## config.mk

```make
export PLATFORM = sky130hd
export DESIGN_NAME = input_port_param
export DESIGN_NICKNAME = d
export VERILOG_FILES = /design/src/rtl/input_port_pkg.sv /design/src/rtl/flit_fifo.sv /design/src/rtl/input_port_param.sv
export SDC_FILE = /design/constraint.sdc
export NUM_CORES = 2
export LEC_CHECK = 0
export BUFFER_PORTS_ARGS = -buffer_cell sky130_fd_sc_hd__buf_4
export CORE_MARGIN = 2
export CORE_UTILIZATION = 45
export DETAILED_ROUTE_END_ITERATION = 6
export PLACE_DENSITY = 0.65
export SYNTH_ARGS = -nofsm -noshare
export SYNTH_HDL_FRONTEND = slang
export SYNTH_SLANG_ARGS = --single-unit
```

## constraint.sdc

```tcl
create_clock -name clk -period 42.9 [get_ports clk]
set_clock_uncertainty 0.1 [all_clocks]
set_input_delay 2.145 -clock clk [delete_from_list [all_inputs] [get_ports clk]]
set_output_delay 2.145 -clock clk [all_outputs]
set_load 0.05 [all_outputs]
```

## src/rtl/input_port_pkg.sv

```systemverilog
// Shared types and field layout for the input port packetiser.
// INPUT_PORT_CSUM_EN adds an XOR checksum tail flit to every packet.
package input_port_pkg;

   typedef enum logic [1:0] {
      ST_IDLE = 2'd0,
      ST_HEAD = 2'd1,
      ST_BODY = 2'd2,
      ST_TAIL = 2'd3
   } state_t;

   localparam int LEN_W = 8;

   // Head-flit field offsets, measured downward from the flit MSB
   localparam int HDR_OFS = 0;

   function automatic int addr_ofs(input int hdr_w);
      return hdr_w;
   endfunction

   function automatic int len_ofs(input int hdr_w, input int addr_w);
      return hdr_w + addr_w;
   endfunction

   function automatic int nflit(input int data_w, input int flit_w);
`ifdef INPUT_PORT_CSUM_EN
      return data_w / flit_w + 2;
`else
      return data_w / flit_w + 1;
`endif
   endfunction

endpackage

```

## src/rtl/flit_fifo.sv

```systemverilog
// First-word-fall-through flit buffer; dout reads zero while empty.
// Pointers wrap explicitly so non power-of-two depths also work.
module flit_fifo #(
   parameter int FLIT_W     = 64,
   parameter int FIFO_DEPTH = 32
) (
   input  logic                          clk,
   input  logic                          rst_n,
   input  logic                          push,
   input  logic [FLIT_W-1:0]             din,
   output logic                          full,
   input  logic                          pop,
   output logic [FLIT_W-1:0]             dout,
   output logic                          empty,
   output logic [$clog2(FIFO_DEPTH):0]   count
);

   localparam int AW = (FIFO_DEPTH > 1) ? $clog2(FIFO_DEPTH) : 1;
   localparam int CW = $clog2(FIFO_DEPTH) + 1;
   localparam logic [AW-1:0] LAST = AW'(FIFO_DEPTH - 1);

   logic [FLIT_W-1:0] mem [FIFO_DEPTH];
   logic [AW-1:0]     wr_ptr, rd_ptr;
   logic              do_push, do_pop;

   assign full    = (count == CW'(FIFO_DEPTH));
   assign empty   = (count == '0);
   assign do_push = push && !full;
   assign do_pop  = pop && !empty;
   assign dout    = empty ? '0 : mem[rd_ptr];

   always_ff @(posedge clk) begin
      if (do_push) mem[wr_ptr] <= din;
   end

   always_ff @(posedge clk or negedge rst_n) begin
      if (!rst_n) begin
         wr_ptr <= '0;
         rd_ptr <= '0;
         count  <= '0;
      end else begin
         if (do_push) wr_ptr <= (wr_ptr == LAST) ? '0 : wr_ptr + AW'(1);
         if (do_pop)  rd_ptr <= (rd_ptr == LAST) ? '0 : rd_ptr + AW'(1);
         count <= count + CW'(do_push) - CW'(do_pop);
      end
   end

endmodule

```

## src/rtl/input_port_param.sv

```systemverilog
// Packetiser: captures a granted header/address/payload and streams head,
// body (and with INPUT_PORT_CSUM_EN a checksum tail) flits into a FWFT FIFO.
module input_port_param
   import input_port_pkg::*;
#(
   parameter int DATA_W     = 1024,
   parameter int FLIT_W     = 64,
   parameter int HDR_W      = 9,
   parameter int ADDR_W     = 10,
   parameter int FIFO_DEPTH = 32
) (
   input  logic                          clk,
   input  logic                          rst_n,
   input  logic                          arbiter_gnt,
   input  logic [HDR_W-1:0]              header_pkt_send,
   input  logic [ADDR_W-1:0]             dst_addr_arbiter_send,
   input  logic [DATA_W-1:0]             data_arbiter_send,
   output logic                          ready_encap_dfx,
   input  logic                          rd_en,
   output logic [FLIT_W-1:0]             dout,
   output logic                          empty,
   output logic [$clog2(FIFO_DEPTH):0]   fifo_count
);

   localparam int NBEAT    = DATA_W / FLIT_W;
   localparam int NFLIT    = nflit(DATA_W, FLIT_W);
   localparam int CNT_W    = $clog2(FIFO_DEPTH) + 1;
   localparam int BEAT_W   = (NBEAT > 1) ? $clog2(NBEAT) : 1;
   localparam int HDR_MSB  = FLIT_W - 1 - HDR_OFS;
   localparam int ADDR_MSB = FLIT_W - 1 - addr_ofs(HDR_W);
   localparam int LEN_MSB  = FLIT_W - 1 - len_ofs(HDR_W, ADDR_W);
   localparam logic [BEAT_W-1:0] LAST_BEAT = BEAT_W'(NBEAT - 1);

   state_t              state, state_nxt;
   logic [HDR_W-1:0]    hdr_q;
   logic [ADDR_W-1:0]   addr_q;
   logic [DATA_W-1:0]   pay_q;
   logic [BEAT_W-1:0]   beat;
   logic [FLIT_W-1:0]   head_flit, push_data;
   logic [CNT_W-1:0]    free;
   logic                push, full, accept, body_push;
`ifdef INPUT_PORT_CSUM_EN
   logic [FLIT_W-1:0]   csum_q;
`endif

   // rst_n gating keeps ready low for the whole reset window
   assign free            = CNT_W'(FIFO_DEPTH) - fifo_count;
   assign ready_encap_dfx = rst_n && (state == ST_IDLE) && (free >= CNT_W'(NFLIT));
   assign accept          = arbiter_gnt && ready_encap_dfx;
   assign body_push       = (state == ST_BODY) && !full;

   always_comb begin
      head_flit = '0;
      head_flit[HDR_MSB  -: HDR_W]  = hdr_q;
      head_flit[ADDR_MSB -: ADDR_W] = addr_q;
      head_flit[LEN_MSB  -: LEN_W]  = LEN_W'(NFLIT);
   end

   always_ff @(posedge clk or negedge rst_n) begin
      if (!rst_n) state <= ST_IDLE;
      else        state <= state_nxt;
   end

   always_comb begin
      state_nxt = state;
      push      = 1'b0;
      push_data = '0;
      case (state)
         ST_IDLE: if (accept) state_nxt = ST_HEAD;
         ST_HEAD: begin
            push      = 1'b1;
            push_data = head_flit;
            if (!full) state_nxt = ST_BODY;
         end
         ST_BODY: begin
            push      = 1'b1;
            push_data = pay_q[DATA_W-1 -: FLIT_W];
`ifdef INPUT_PORT_CSUM_EN
            if (!full && beat == LAST_BEAT) state_nxt = ST_TAIL;
`else
            if (!full && beat == LAST_BEAT) state_nxt = ST_IDLE;
`endif
         end
`ifdef INPUT_PORT_CSUM_EN
         ST_TAIL: begin
            push      = 1'b1;
            push_data = csum_q;
            if (!full) state_nxt = ST_IDLE;
         end
`endif
         default: state_nxt = ST_IDLE;
      endcase
   end

   always_ff @(posedge clk or negedge rst_n) begin
      if (!rst_n)         beat <= '0;
      else if (accept)    beat <= '0;
      else if (body_push) beat <= (beat == LAST_BEAT) ? '0 : beat + BEAT_W'(1);
   end

   // Payload shifts left so the next beat always sits at the top
   always_ff @(posedge clk) begin
      if (accept) begin
         hdr_q  <= header_pkt_send;
         addr_q <= dst_addr_arbiter_send;
         pay_q  <= data_arbiter_send;
`ifdef INPUT_PORT_CSUM_EN
         csum_q <= '0;
`endif
      end else if (body_push) begin
         pay_q  <= pay_q << FLIT_W;
`ifdef INPUT_PORT_CSUM_EN
         csum_q <= csum_q ^ pay_q[DATA_W-1 -: FLIT_W];
`endif
      end
   end

   flit_fifo #(
      .FLIT_W     (FLIT_W),
      .FIFO_DEPTH (FIFO_DEPTH)
   ) u_fifo (
      .clk   (clk),
      .rst_n (rst_n),
      .push  (push),
      .din   (push_data),
      .full  (full),
      .pop   (rd_en),
      .dout  (dout),
      .empty (empty),
      .count (fifo_count)
   );

endmodule
```

* Word level (Yosys, flattened, before mapping) *
Memory sizes are Yosys's and may differ from the RTL's.
Cells that the tools add are included.

word-level totals
  RAM bits = 2048
  output and inout port bits = 72
  word-level logic and storage cells = 55
  input bits = 1047
  register bits after elaboration = 1065
  memories kept = 1

memories
  name        depth  bits a word  read ports  clocked after memory_dff  write ports  RTL line         text
  u_fifo.mem  32     64           1           0                         1            flit_fifo.sv:22  logic [FLIT_W-1:0] mem [FIFO_DEPTH];

cells by class
  reductions and logical operators = 14
  equal/unequal tests = 9
  mux-type cells = 16
  magnitude comparators = 1
  $add $sub $neg = 6

operators with widths
  operator                                                            count
  two-way mux 1024 bit                                                2
  case mux 64 bit (2 select lines)                                    1
  two-way mux 64 bit                                                  1
  two-way mux 4 bit                                                   3
  adder 5 x 1 -> 5 bit (second input constant)                        2
  equality test 5 bit (second input constant)                         2
  two-way mux 5 bit                                                   2
  logical AND 1 bit                                                   7
  adder 6 x 1 -> 6 bit                                                1
  equality test 6 bit (second input constant)                         1
  greater-or-equal comparator 6 x 5 -> 1 bit (second input constant)  1
  logical NOT 6 bit                                                   1
  two-way mux 2 bit                                                   3
  case mux 2 bit (3 select lines)                                     1
  subtractor 6 x 1 -> 6 bit                                           1
  subtractor 6 bit (first input constant)                             1
  adder 4 x 1 -> 4 bit (second input constant)                        1
  equality test 4 bit (second input constant)                         1
  inequality test 2 bit (second input constant)                       2
  two-way mux 1 bit                                                   3
  AND reduction 3 bit                                                 1
  equality test 2 x 1 -> 1 bit (second input constant)                1
  equality test 2 bit (second input constant)                         1
  logical NOT 1 bit                                                   2
  other kinds (4)                                                     4

* Logic depth before layout (Yosys ltp) *
  depth in word-level cells = 6
  depth in mapped cells = 15
  mapped depth without buffers = 13

* Modules after synthesis *
A second synthesis with hierarchy kept.

unflattened totals
  cell total of the unflattened synthesis = 5956
  area, all modules = 127325.9 um2

by module, submodules not included
  module            area an instance (um2)  instances  sequential area each (um2)  cells an instance
  flit_fifo         78960.7                 1          61899.4                     3627
  input_port_param  48365.1                 1          31470.2                     2329

* Least setup slack after synthesis *
Ideal clock, no wire load.

  kind = input to register
  start = in arbiter_gnt
  end = reg pay_q[0] (enable)
  required time = 41.822 ns
  path buffers = 3
  arrival time = 15.218 ns
  stages on the path = 8
  path slack = 26.604 ns
  setup time = 0.978 ns
  cell sequence = and3_1 > o41a_1 > a22oi_1 > buf_4 > buf_6 > inv_2 > clkbuf_1 > or2_2

on the way
  word-level cells in the longest chain between the ends = 2

RTL lines
  what                          RTL line                 text
  start, declared               input_port_param.sv:14   input logic arbiter_gnt,
  logical AND 1 bit             input_port_param.sv:49   assign accept = arbiter_gnt && ready_encap_dfx;
  nonzero test 2 bit (no line)  n/a
  end signal, assigned          input_port_param.sv:106  pay_q <= data_arbiter_send;
  end signal, assigned          input_port_param.sv:111  pay_q <= pay_q << FLIT_W;
  end, declared                 input_port_param.sv:37   logic [DATA_W-1:0] pay_q;

Every way passes these cells.
A chain may end at the register's enable or synchronous reset.

* Worst setup path after layout *
  start = in rst_n
  end = reg pay_q[506] (enable)

on the way
  word-level cells in the longest chain between the ends = 4

RTL lines
  what                             RTL line                text
  start, declared                  input_port_param.sv:13  input logic rst_n,
  logical AND 1 bit (2 in series)  input_port_param.sv:48  assign ready_encap_dfx = rst_n && (state == ST_IDLE) && (free >= CNT_W'(NFLIT));
  logical AND 1 bit                input_port_param.sv:49
  nonzero test 2 bit (no line)     n/a

Every way passes these cells.

==> run metrics <==
synthesized area 0.123 mm^2; post-synthesis simple-gate area fraction around 1.5%; crit-path max cell delay between 1000 and 1500 ps; RSZ-0062 raised after global routing false; drt drc 0; Leak between 40 and 50 nW; Final Hold Fails 0; worst skew pair latency approximately 900 ps; I/O Pins ~1100; sequential share of the synthesized area 75.7%; Max FO, Critical Path around 190; number of routed nets with antenna violations 0; CP endpoint kind flop; Synth Area in Adders less than 1%; share of cells above drive strength 1 between 40% and 50%; Reg2Reg Capture Point pay_q[506]$_DFFE_PP_; crit path time final 8910 ps; EDFF count, synth about 3100; largest net degree at the start of global routing 187; root buf cell clkbuf_16; proportion of synthesized area in mux cells a little under a fifth; Via Count roughly 63000; Synth Flop Type edfxtp_1; CP Launch Type primary input; Chip Height 528 um; post-cts resize count 0; Worst VDD drop 63.8 uV; Area growth, synth to finish 18.5%; Hold Buf Count CTS 0; gpl congestion about 0.91; TritonCTS Buffers between 300 and 400; CTS tree yes; r2r startpoint u_fifo.count[1]$_DFF_PN0_; Avg Cell Area, Syn 21.4 um^2; flop2flop setup slack roughly 35000 ps; xor and xnor area share after synthesis less than 1%; Synth Area in Compound Gates approximately 2.1%; initial drt markers 7585; core area about 0.27 mm^2; async set-reset flop share out of synthesis less than 1%; Clock Sinks 3113; slew margin rel. 12.1%; vias per cell about 5.8; H-tree depth 5; # rows between 150 and 200; gr usage total between 20 and 30%; Arr. time, crit path between 9000 and 10000 ps; WHS roughly 430 ps; synthesized net count roughly 6800; synth unique cells 57; die area about 0.28 mm^2; WS Path Type in2reg; PortBufs ~1100; die width about 530 um; Hold Crit Start pay_q[183]$_DFFE_PP_; Reg2Reg Depth 13; initial antenna violation count 93; most frequent CP cell buf_4; worst path buffer plus inverter count 8; Max-Cap Viols 0; CP delay by family, top buffers and inverters; Initial Utilization about 45%; total congestion overflow 0; CP max-delay cell buf_4; DR WL/cell 33.3 um; Reg clk slew, reported paths ~60 ps; status completed; Worst Tran Pin Value about 1300 ps; drt first pass iters 6; Hold Crit Class reg2reg; Area contributors post-synth edfxtp_1 (75%), mux4_2 (8.4%), mux2_2 (8.1%); commonest non-fill, non-tap cell in the layout edfxtp_1; Layout Nets 8100; setup TNS 0 ps; largest family of logic cells by synthesized area multiplexers; final-report setup violation count 0; Worst Hold Depth 1; most frequent cells in the layout edfxtp_1 (3091), buf_4 (1248), mux2_2 (884); Req. time, crit path ~43000 ps; worst path cell trace buf_4 -> and3_1 -> o41a_1 -> a22oi_2 -> buf_12 -> clkinv_2 -> or2_4 -> buf_4 -> buf_4 -> buf_4 -> buf_12 -> buf_4; Detailed Route WL ~360 mm; first-pass GRT wire length ~500 mm; Power Density 71.0 mW/mm^2; Pins Over Slew Limit 0; post-DP HPWL 229 mm; Tcrit/Tclk final 20.8%; flops & latches, synth around 3100; area share of the largest cell type after synthesis between 70% and 80%; Synth warnings 0; Max clock buf depth 4; leading area contributor after synthesis edfxtp_1; Post-Synthesis Cells a little under 6000; Post-CTS Setup Bufs 0; vias in the first global route 64500; f_max between 100 and 150 MHz; hold endpoint pay_q[247]$_DFFE_PP_
[logic make-up after synthesis]
kind of cell | Yosys count
AOI/OAI and AO/OA | 327
xor gates and xnor gates | 8
and+or+nand+nor | 332
muxes | 1628
DFF | 3113
adders and majority gates | 23
buffers and inverters | 345
[power by group]
part	total, mW	internal [mW]	leakage [nW]	switching [mW]
combinational	3.02	1.16	15.9	1.86
clock	2.75	1.58	5.00	1.17
sequential	4.62	4.35	29.0	0.272
[worst max-delay path by stage]
| stage | start | end | slack, ps | depth (start not counted) |
|---|---|---|---|---|
| final | rst_n | pay_q[506]$_DFFE_PP_ | 33990 | 12 |
| after global routing | rst_n | pay_q[640]$_DFFE_PP_ | 33480 | 12 |
| after CTS | rst_n | pay_q[241]$_DFFE_PP_ | 34020 | 12 |
| after detailed placement | rst_n | pay_q[0]$_SDFFCE_PN0P_ | 33050 | 12 |
| after global placement | rst_n | pay_q[54]$_SDFFCE_PN0P_ | 33140 | 12 |
| after floorplan | arbiter_gnt | pay_q[0]$_SDFFCE_PN0P_ | 26600 | 8 |
[worst reg2reg max path, cell delays in order (launching register included)]
cell,delay (ps)
dfrtp_1,540
inv_1,120
ha_1,250
xnor2_1,200
o41a_1,190
a22oi_2,80
buf_12,330
clkinv_2,470
or2_4,690
buf_4,860
buf_4,890
buf_4,930
buf_12,780
buf_4,1270
[final cells by class]
| class | count | area [um^2] |
|---|---|---|
| Clock inverter | 159 | 1500 |
| Inverter | 18 | 68.8 |
| Timing Repair Buffer | 1253 | 9470 |
| Antenna cell | 75 | 188 |
| Multi-Input combinational cell | 2318 | 28400 |
| Fill cell | 21000 | 127000 |
| Tap cell | 3589 | 4490 |
| Clock buffer | 415 | 8770 |
| Sequential cell | 3113 | 93400 |
[flip-flops by register name, summed over array words and instances (netlist names)]
name	count
addr_q	10
beat	4
hdr_q	9
pay_q	1024
state	2
u_fifo.count	6
u_fifo.mem	2048
u_fifo.rd_ptr	5
u_fifo.wr_ptr	5
[layer usage]
layer	vias to the layer above	part of all wire, %	GRT usage [%]
met3	553	8.6	5.95
li1	26500	-	-
met4	24	4.0	11.1
met5	-	0.044	0
met2	2991	50	42.6
met1	33200	37	32.3
[synth_stat cells (29+ instances only)]
library cell	count
a22oi_1	54
mux2i_1	206
nand2_1	29
o22ai_1	32
edfxtp_1	3091
a221oi_1	32
mux2_2	884
nor2b_1	32
o21ai_0	32
mux4_2	458
mux2_1	79
nor2_1	69
buf_4	105
buf_2	70
o211ai_1	32
and2_1	139
clkbuf_1	104
[through the flow]
step                total power, mW  instances  instance area [um^2]  setup WS, ps  util (%)
floorplan                      6.81       5776                123000         26600         -
global placement               7.64      10300                136000         33140      49.7
detailed placement             7.71      10300                136000         33050      49.7
CTS                            10.5      10900                146000         34020      53.5
global route                   10.8      10900                146000         33480      53.5
finish                         10.4      10900                146000         33990      53.6
Power figures use the tool's default switching activity.
